File: src/rtl/param_sram_ctrl.sv
`default_nettype none
// +--------------------------------------------------------------------------+
// | Module   : param_sram_ctrl                                               |
// | Single-port data RAM: byte-lane writes, req/ready handshake, registered  |
// | read with valid strobe, hardware clear sweep after reset.                |
// | Option   : RAM_PARITY_EN adds per-lane even parity and the par_err port. |
// | Revision : 1.0                                                           |
// +--------------------------------------------------------------------------+
module param_sram_ctrl #(
  parameter int DATA_W = 16,
  parameter int ADDR_W = 3
) (
  input  logic                  clk,
  input  logic                  reset,
  input  logic                  req,
  input  logic                  we,
  input  logic [ADDR_W-1:0]     addr,
  input  logic [DATA_W-1:0]     wdata,
  input  logic [DATA_W/8-1:0]   be,
  output logic                  ready,
  output logic                  busy,
  output logic                  rd_valid,
  output logic [DATA_W-1:0]     rdata
`ifdef RAM_PARITY_EN
  ,
  output logic                  par_err
`endif
);

  localparam int BE_W  = DATA_W / 8;
  localparam int DEPTH = 2 ** ADDR_W;

  typedef enum logic [0:0] {
    ST_CLEAR = 1'b0,
    ST_IDLE  = 1'b1
  } state_t;

  state_t              r_state;
  logic [ADDR_W-1:0]   r_clr_ptr;
  logic                r_ready;
  logic                r_rd_valid;
  logic [DATA_W-1:0]   r_rdata;
  logic [DATA_W-1:0]   r_mem [DEPTH];

  logic w_acc;
  logic w_wr;
  logic w_rd;
  logic w_clr;

  // Reset overrides any access or sweep write presented on the same edge.
  assign w_acc = req && r_ready && !reset;
  assign w_wr  = w_acc && we;
  assign w_rd  = w_acc && !we;
  assign w_clr = (r_state == ST_CLEAR) && !reset;

  assign ready    = r_ready;
  assign busy     = ~r_ready;
  assign rd_valid = r_rd_valid;
  assign rdata    = r_rdata;

  always_ff @(posedge clk) begin
    if (reset) begin
      r_state    <= ST_CLEAR;
      r_clr_ptr  <= '0;
      r_ready    <= 1'b0;
      r_rd_valid <= 1'b0;
      r_rdata    <= '0;
    end else begin
      r_rd_valid <= w_rd;
      if (w_rd) begin
        r_rdata <= r_mem[addr];
      end
      case (r_state)
        ST_CLEAR: begin
          r_clr_ptr <= r_clr_ptr + 1'b1;
          if (r_clr_ptr == ADDR_W'(DEPTH - 1)) begin
            r_state <= ST_IDLE;
            r_ready <= 1'b1;
          end
        end
        ST_IDLE: begin
          r_ready <= 1'b1;
        end
        default: begin
          r_state <= ST_CLEAR;
          r_ready <= 1'b0;
        end
      endcase
    end
  end

  // Sweep and client writes never coincide: ready is low for the whole sweep.
  always_ff @(posedge clk) begin
    if (w_clr) begin
      r_mem[r_clr_ptr] <= '0;
    end else if (w_wr) begin
      for (int i = 0; i < BE_W; i++) begin
        if (be[i]) begin
          r_mem[addr][8*i +: 8] <= wdata[8*i +: 8];
        end
      end
    end
  end

`ifdef RAM_PARITY_EN
  logic [BE_W-1:0] r_par [DEPTH];
  logic [BE_W-1:0] w_wpar;
  logic [BE_W-1:0] w_rpar;
  logic            r_par_err;

  for (genvar gi = 0; gi < BE_W; gi++) begin : g_lane_par
    assign w_wpar[gi] = ^wdata[8*gi +: 8];
    assign w_rpar[gi] = ^r_mem[addr][8*gi +: 8];
  end

  always_ff @(posedge clk) begin
    if (w_clr) begin
      r_par[r_clr_ptr] <= '0;
    end else if (w_wr) begin
      for (int i = 0; i < BE_W; i++) begin
        if (be[i]) begin
          r_par[addr][i] <= w_wpar[i];
        end
      end
    end
  end

  always_ff @(posedge clk) begin
    if (reset) begin
      r_par_err <= 1'b0;
    end else begin
      r_par_err <= w_rd && (|(w_rpar ^ r_par[addr]));
    end
  end

  assign par_err = r_par_err;
`endif

endmodule
`default_nettype wire

File: config.mk
export PLATFORM = sky130hd
export DESIGN_NAME = param_sram_ctrl
export DESIGN_NICKNAME = d
export VERILOG_FILES = /design/src/rtl/param_sram_ctrl.sv
export SDC_FILE = /design/constraint.sdc
export NUM_CORES = 1
export LEC_CHECK = 0
export CAP_MARGIN = 20
export CORE_UTILIZATION = 35
export CTS_CLUSTER_DIAMETER = 60
export CTS_CLUSTER_SIZE = 20
export DETAILED_ROUTE_END_ITERATION = 10
export GPL_TIMING_DRIVEN = 0
export REMOVE_ABC_BUFFERS = 1
export SYNTH_ARGS = -nofsm -noshare
export SYNTH_HDL_FRONTEND = slang
export SYNTH_SLANG_ARGS = --single-unit
File: constraint.sdc
create_clock -name clk -period 2.6 [get_ports clk]
set_clock_uncertainty 0.1 [all_clocks]
set_input_delay 0.39 -clock clk [delete_from_list [all_inputs] [get_ports clk]]
set_output_delay 0.39 -clock clk [all_outputs]
set_load 0.02 [all_outputs]
# Yosys cells after proc, flatten, opt, wreduce, memory -nomap -nowiden
# Memories as Yosys holds them, arrays and structs flattened. A register that Yosys moved wholly into a read port is not among the register bits.
# Index checks and enable logic that the tools add are counted.
# totals
ff_bits	6
latch_bits	0
ramBits	128
mem_bits_ro	0
output_inout_bits	19
wordCells	35
mem_count	1
# memory_table
memory	depth	width	rd	rd_ports_with_merged_regs	wr	line_no	rtl
r_mem	8	16	1	1	1	43	logic [DATA_W-1:0] r_mem [DEPTH];
# classes
add_sub_neg	1
n_mul	0
n_div	0
magnitude_cmp	0
n_eq_ne	2
n_shift	0
mux	17
bitwise_logic	2
reduce_logical	8
# op_table
operator	n
two-way mux 16 bit	1
OR reduction 16 bit	1
two-way mux 1 bit	13
logical AND 1 bit	5
adder 3 x 1 -> 3 bit (second input constant)	1
== test 3 bit (second input constant)	1
two-way mux 3 bit	1
logical NOT 1 bit	2
two-way mux 2 bit	1
inequality test 2 x 1 -> 1 bit (second input constant)	1
inverter 1 bit	2
case mux 1 bit (2 select lines)	1

# Depth between registers and ports, before layout
# Gate-level depths: netlist (run 1).
# depth
depth_word	8
depth_mapped	6
mapped_depth_nobuf	4

# Worst setup path after synthesis (run 1)
# No wires, ideal clock.
# synth_path
path_type	input-to-reg
from	in addr[2]
to	mem r_mem[5][10] (enable)
setup_time_ns	0.386
t_arrival_ns	1.870
required_time_ns	2.114
setup_slack_ns	0.244
path_stages	5
path_cell_list	buf_2 -> buf_2 -> nand2_1 -> or3_1 -> a211oi_1
# synth_between
elab_chain_len	1
# synth_lines
element	line_no	rtl
start: declaration	17	input logic [ADDR_W-1:0] addr,
two-way mux 3 bit (no line)	-	
end: declaration	43	
# No other way between the ends.

# Worst setup path after layout (run 1)
# layout_path
from	reg r_state
to	mem r_mem[4][10] (enable)
# layout_between
elab_chain_len	6
elab_cells_between_ends	11
# layout_lines
element	line_no	rtl
start: declaration	38	state_t r_state;
start signal: assignment	63	r_state <= ST_CLEAR;
start signal: assignment	77	r_state <= ST_IDLE;
start signal: assignment	85	r_state <= ST_CLEAR;
inverter 1 bit *	-	
logical AND 1 bit *	54	assign w_clr = (r_state == ST_CLEAR) && !reset;
two-way mux 1 bit	94	if (w_clr) begin
two-way mux 1 bit (implied by the code)	99	r_mem[addr][8*i +: 8] <= wdata[8*i +: 8];
OR reduction 16 bit (no line)	-	
two-way mux 3 bit (no line) or two-way mux 2 bit (tied branches)	-	
# Mark *: on every way between the ends. The rest lies on a longest branch, timed or not.

==> results of run 1 <==
-- per-stage QoR --
step | total power [mW] | util (%) | worst slack, ns
detailed placement | 2.97 | 40.0 | -1.10
global placement | 2.95 | 39.5 | -2.30
finish | 5.65 | 44.8 | 0.124
CTS | 5.67 | 44.6 | 0.0164
floorplan | 2.82 | - | 0.0461
global route | 5.79 | 44.8 | 0.00216
-- layer usage --
metal,global-route usage (%),part of all wire [%]
met2,26.0,52
met3,3.35,5.1
met4,7.26,1.3
met1,20.6,42
met5,0,0
-- timing repair --
item,in CTS,in global routing
setup endpoints to repair,143,74
pin swaps,2,0
resized for setup,21,5
buffers inserted,4,0
-- critical path, cell delays in order, from the launching register on --
cell      delay, ns
dfxtp_1        0.54
and4_4         0.54
a31oi_2        0.32
a211oi_4       0.59
-- final timing paths --
kind                            depth (start not counted)                        end  slack (ns)                from
worst max-delay path                                    3     r_mem[4][10]$_DFFE_PP_        0.12  r_state$_SDFF_PP0_
worst min-delay path                                    2  r_clr_ptr[0]$_SDFFE_PP0N_        0.35               reset
worst max register to register                          3     r_mem[4][10]$_DFFE_PP_        0.12  r_state$_SDFF_PP0_
worst min register to register                          2         ready$_SDFFE_PP0P_        0.46  ready$_SDFFE_PP0P_
-- sequential cells by signal, summed over array words and instances, names as in the netlist --
name	cells
r_mem	128
ready	1
rdata	16
rd_valid	1
r_state	1
r_clr_ptr	3
-- power by group through the flow --
stage	clock network [mW]	registers, mW	logic [mW]
after floorplan	0	2.70	0.123
after global placement	0	2.70	0.251
after detailed placement	0	2.70	0.262
after CTS	2.73	2.65	0.286
after global routing	2.83	2.66	0.310
final	2.70	2.65	0.288
-- layout by cell type (no fill, tap or decap), drive strengths merged, types with 8 or more instances in the layout --
cell,netlist,routed
a211oi,8,8
a21oi,9,9
a221o,15,15
and3,17,17
buf,16,9
clkbuf,9,23
clkdlybuf4s50,0,40
dfxtp,22,22
edfxtp,128,128
mux4,32,32
nand4,8,8
nor2,8,8
nor3b,16,16
-- layout make-up --
| type | instances | area [um^2] | share of cell area [%] |
|---|---|---|---|
| multi-input cells | 152 | 1770 | 23.6 |
| repair buffers | 49 | 495 | 6.62 |
| clock buffers | 23 | 478 | 6.39 |
| inverters | 3 | 11.3 | 0.150 |
| clock inverters | 9 | 173 | 2.31 |
| well taps | 220 | 275 | 3.68 |
| flip-flops and latches | 150 | 4280 | 57.2 |
-- kinds of logic after synthesis --
logic type	after synthesis	synth area share [%]
flops	150	71.0
simple gates	65	6.78
compound gates	50	6.47
mux	34	12.6
buf+inv	28	2.55
fa+ha+maj	2	0.415
xor+xnor	1	0.145
==> out/results.tsv, run 1 <==
metric	value	unit
antenna_found_initial	0	
peakVddDrop	0.000500	V
synth_ff_type	edfxtp_1	
n_antenna_cell	0	
synth_cells	330	
p_sw	1.12	mW
clkPwrFrac	47.9	%
syn_area_per_cell	18.3	um^2
place_inst	570	
finish.net_count	400	
p_comb_share	5.1	%
internal_power	4.53	mW
cts_hold_buf	0	
grt-ovfl-total	0	
crit_fanout	26	
hold_path.class	in2reg	
fmax	404	MHz
grt_max_degree	34	
port_buffers	43	
yosys_warnings	0	
synth_enable_flop_cells	128	
synth.area.top_cells	edfxtp_1, mux4_2, dfxtp_1	
hold_viol_final	0	
startpoint_type	register	
hpwlAfterDp	7.51	mm
ys_ff_latch	150	
grt_pass1_vias	3526	
core	16700	um^2
switching_share	19.8	%
critPathKind	reg2reg	
finalSetupTns	0	ns
start_util	36.1	%
routabilityCongestion	0.753	
p_seq_share	47.0	%
routed_via_density	5.46	
io_pins	44	
async_reset_ff_share	0	%
netlist_top_cells_count	edfxtp_1, mux4_2, dfxtp_1	
cts_tree	built	
area_delta_synth_final	24.0	%
clock_path_buffers	2	
drive_gt1_share	22.5	%
wirelength	13.3	mm
yosysSeqAreaShare	71.0	%
clkTransAtPathRegs	0.06	ns
post-route-period-util	95.2	%
std_cell_rows	47	
syn_area	6030	um^2
fp.dieW	133	um
cp.required	2.55	ns
maxSlewViolCount	0	
die_h	133	um
grt_pass1_wl	20.5	mm
vias	3309	
design_area	7480	um^2
clk-insertion-delay-late	0.42	ns
tightestPinTransition	0.819	ns
dieArea	17800	um^2
p_per_area	754	nW/um^2
clock-root-buffer	clkbuf_16	
worstSetupEndpointType	register	
power_leakage	2.63	nW
cts_buffers	17	
clock-sinks	150	
cap_violations	0	
setup_viol	0	
post-synth-top-count-cell	edfxtp_1	
htree_levels	4	
drtIter0Drc	298	
grt_usage	16.0	%
yosysTopAreaCellShare	63.7	%
place_area	6670	um^2
status	complete, no violations	
slew_headroom	45.4	%
synth_top_cell_by_area	edfxtp_1	
drc	0	
arrival	2.43	ns
detail-route-antenna-nets	0	
dr.pass1.iters	4	
synth.distinct_cells	39	
final_cells	606	
fill_cells	1452	
whs	0.352	ns
wl_per_cell	22.0	um
fin_crit	2.48	ns
grt_setup_unrepaired	false	
(Power assumes the default switching activity.)
==> run 2: changes to the inputs <==
- PLACE_DENSITY: default -> 0.5
==> run 2 against run 1 <==
Net effect:
- combinational power up 4%
- global-route usage rose by 0.67 points
- worst hold slack improved by 0.013 ns
- first-iteration DRC count decreased by 3.0%
- sequential power hardly changed
- via count grew 2.0%
- design area decreased by 0.42%
- largest power group is now sequential cells
- clock power fell by 16%
- sequential share of layout area up 0.24 points
==> out/results.tsv, run 2 (synthesis results as in run 1) <==
metric	value	unit	change
place_area	6760	um^2	was 6670 um^2
slew_headroom	41.2	%	was 45.4%
vias	3375		was 3309
hpwlAfterDp	8.29	mm	was 7.51 mm
crit_fanout	9		was 26
cap_violations	0		unchanged
largest_reg_flops	128		unchanged
p_sw	1.07	mW	was 1.12 mW
clock-sinks	150		unchanged
cts_buffers	17		unchanged
p_seq_share	50.9	%	was 47.0%
io_pins	44		unchanged
p_per_area	699	nW/um^2	was 754 nW/um^2
wl_per_cell	22.1	um	was 22.0 um
r2r-start	r_state$_SDFF_PP0_		unchanged
clk-insertion-delay-late	0.42	ns	about the same
grt_usage	16.7	%	was 16.0%
post-route-period-util	96.3	%	was 95.2%
wirelength	13.6	mm	was 13.3 mm
largest-register	r_mem		unchanged
port_buffers	43		unchanged
design_area	7450	um^2	was 7480 um^2
std_cell_rows	47		unchanged
grt_max_degree	34		unchanged
cts_tree	built		unchanged
cp.required	2.63	ns	was 2.55 ns
drc	0		unchanged
fp.dieW	133	um	unchanged
drive_gt1_share	22.7	%	was 22.5%
antenna_found_initial	0		unchanged
grt-ovfl-total	0		unchanged
dieArea	17800	um^2	unchanged
critPathKind	reg2reg		unchanged
peakVddDrop	0.000530	V	was 0.000500 V
detail-route-antenna-nets	0		unchanged
routed_via_density	5.47		was 5.46
hp-start	reset		unchanged
start_util	36.1	%	unchanged
die_h	133	um	unchanged
startpoint_type	register		unchanged
power_leakage	2.64	nW	was 2.63 nW
internal_power	4.14	mW	was 4.53 mW
hold_viol_final	0		unchanged
clkTransAtPathRegs	0.06	ns	about the same
routabilityCongestion	0.730		was 0.753
htree_levels	4		unchanged
clock_path_buffers	2		unchanged
tightestPinTransition	0.877	ns	was 0.819 ns
grt_setup_unrepaired	false		unchanged
grt_pass1_wl	20.9	mm	was 20.5 mm
drtIter0Drc	289		was 298
fin_crit	2.50	ns	was 2.48 ns
maxSlewViolCount	0		unchanged
r2r_slack	0.1	ns	was 0.12 ns
status	complete, no violations		unchanged
area_delta_synth_final	23.5	%	was 24.0%
rr_worst_depth	4		was 3
dr.pass1.iters	4		unchanged
final_common_cell	edfxtp_1		unchanged
layout_common_cells	edfxtp_1, clkdlybuf4s50_1, mux4_2		unchanged
grt_pass1_vias	3523		was 3526
arrival	2.54	ns	was 2.43 ns
switching_share	20.6	%	was 19.8%
clkPwrFrac	43.4	%	was 47.9%
n_antenna_cell	0		unchanged
clock-root-buffer	clkbuf_16		unchanged
setup_viol	0		unchanged
finalPower	5.21	mW	was 5.65 mW
core	16700	um^2	unchanged
p_comb_share	5.7	%	was 5.1%
worstSetupEndpointType	register		unchanged
finish.net_count	412		was 400
hold_path.class	in2reg		unchanged
r2r_end	r_mem[5][3]$_DFFE_PP_		was r_mem[4][10]$_DFFE_PP_
fmax	399	MHz	was 404 MHz
startpoint	r_state$_SDFF_PP0_		unchanged
cp-endpoint	r_mem[5][3]$_DFFE_PP_		was r_mem[4][10]$_DFFE_PP_
## run 2: cell count changes in the layout (fill, tap and decap cells not counted), moves of 3 or more
cell,delta
clkinv_1,+3
buf_12,+3
bufinv_16,-4
buf_4,+6
a21oi_1,+3
buf_6,+3
## run 2: cell type report
| cell class | count | area (um^2) |
|---|---|---|
| Tap cell | 220 | 275 |
| Clock buffer | 25 | 485 |
| Timing Repair Buffer | 61 | 622 |
| Inverter | 3 | 11.3 |
| Clock inverter | 6 | 51.3 |
| Sequential cell | 150 | 4280 |
| Fill cell | 1473 | 9250 |
| Multi-Input combinational cell | 152 | 1720 |
## run 2: worst max-delay path, cell delays in order, from the launching register on
cell	delay, ns
dfxtp_1	0.54
nand4_1	0.32
or4_1	0.61
a21oi_2	0.40
buf_4	0.24
## run 2: per-stage QoR
step	util (%)	setup TNS (ns)	cells	hold WS, ns	setup WS (ns)
floorplan	-	0	305	0.359	0.0461
global route	44.6	0	617	0.374	0.00328
finish	44.6	0	617	0.365	0.0959
global placement	39.5	-417.22	568	0.418	-2.57
CTS	44.3	0	615	0.338	0.0335
detailed placement	40.5	-125.41	580	0.434	-1.13
## run 2: what timing repair did
action	4_1_cts	5_1_grt
resized for setup	16	3
endpoints found under the setup margin	143	31
setup buffers	4	2
pin swaps	2	1
hold buffers	0	0
## run 2: power groups by stage
stage	Sequential [mW]	Combinational [mW]	Clock, mW
2_1_floorplan	2.70	0.123	0
3_3_place_gp	2.70	0.259	0
3_5_place_dp	2.70	0.278	0
4_1_cts	2.65	0.295	2.30
5_1_grt	2.66	0.321	2.39
6_report	2.65	0.299	2.26
## run 2: worst min-delay path by stage
stage                                      to  slack, ns  cells past startpoint
global route        r_clr_ptr[0]$_SDFFE_PP0N_       0.37                      2
CTS                 r_clr_ptr[2]$_SDFFE_PP0N_       0.34                      2
floorplan                  ready$_SDFFE_PP0P_       0.36                      1
detailed placement         ready$_SDFFE_PP0P_       0.43                      2
finish              r_clr_ptr[2]$_SDFFE_PP0N_       0.37                      2
global placement           ready$_SDFFE_PP0P_       0.42                      2
## run 2: metal layers
layer | GRT usage [%] | part of all wire [%] | up-vias | wire length (um)
met5 | 0 | 0 | - | 0
met4 | 7.32 | 1.7 | 0 | 232
met3 | 3.84 | 5.4 | 18 | 739
met2 | 26.1 | 49 | 100 | 6630
met1 | 22.2 | 44 | 1764 | 6040
li1 | - | - | 1493 | -
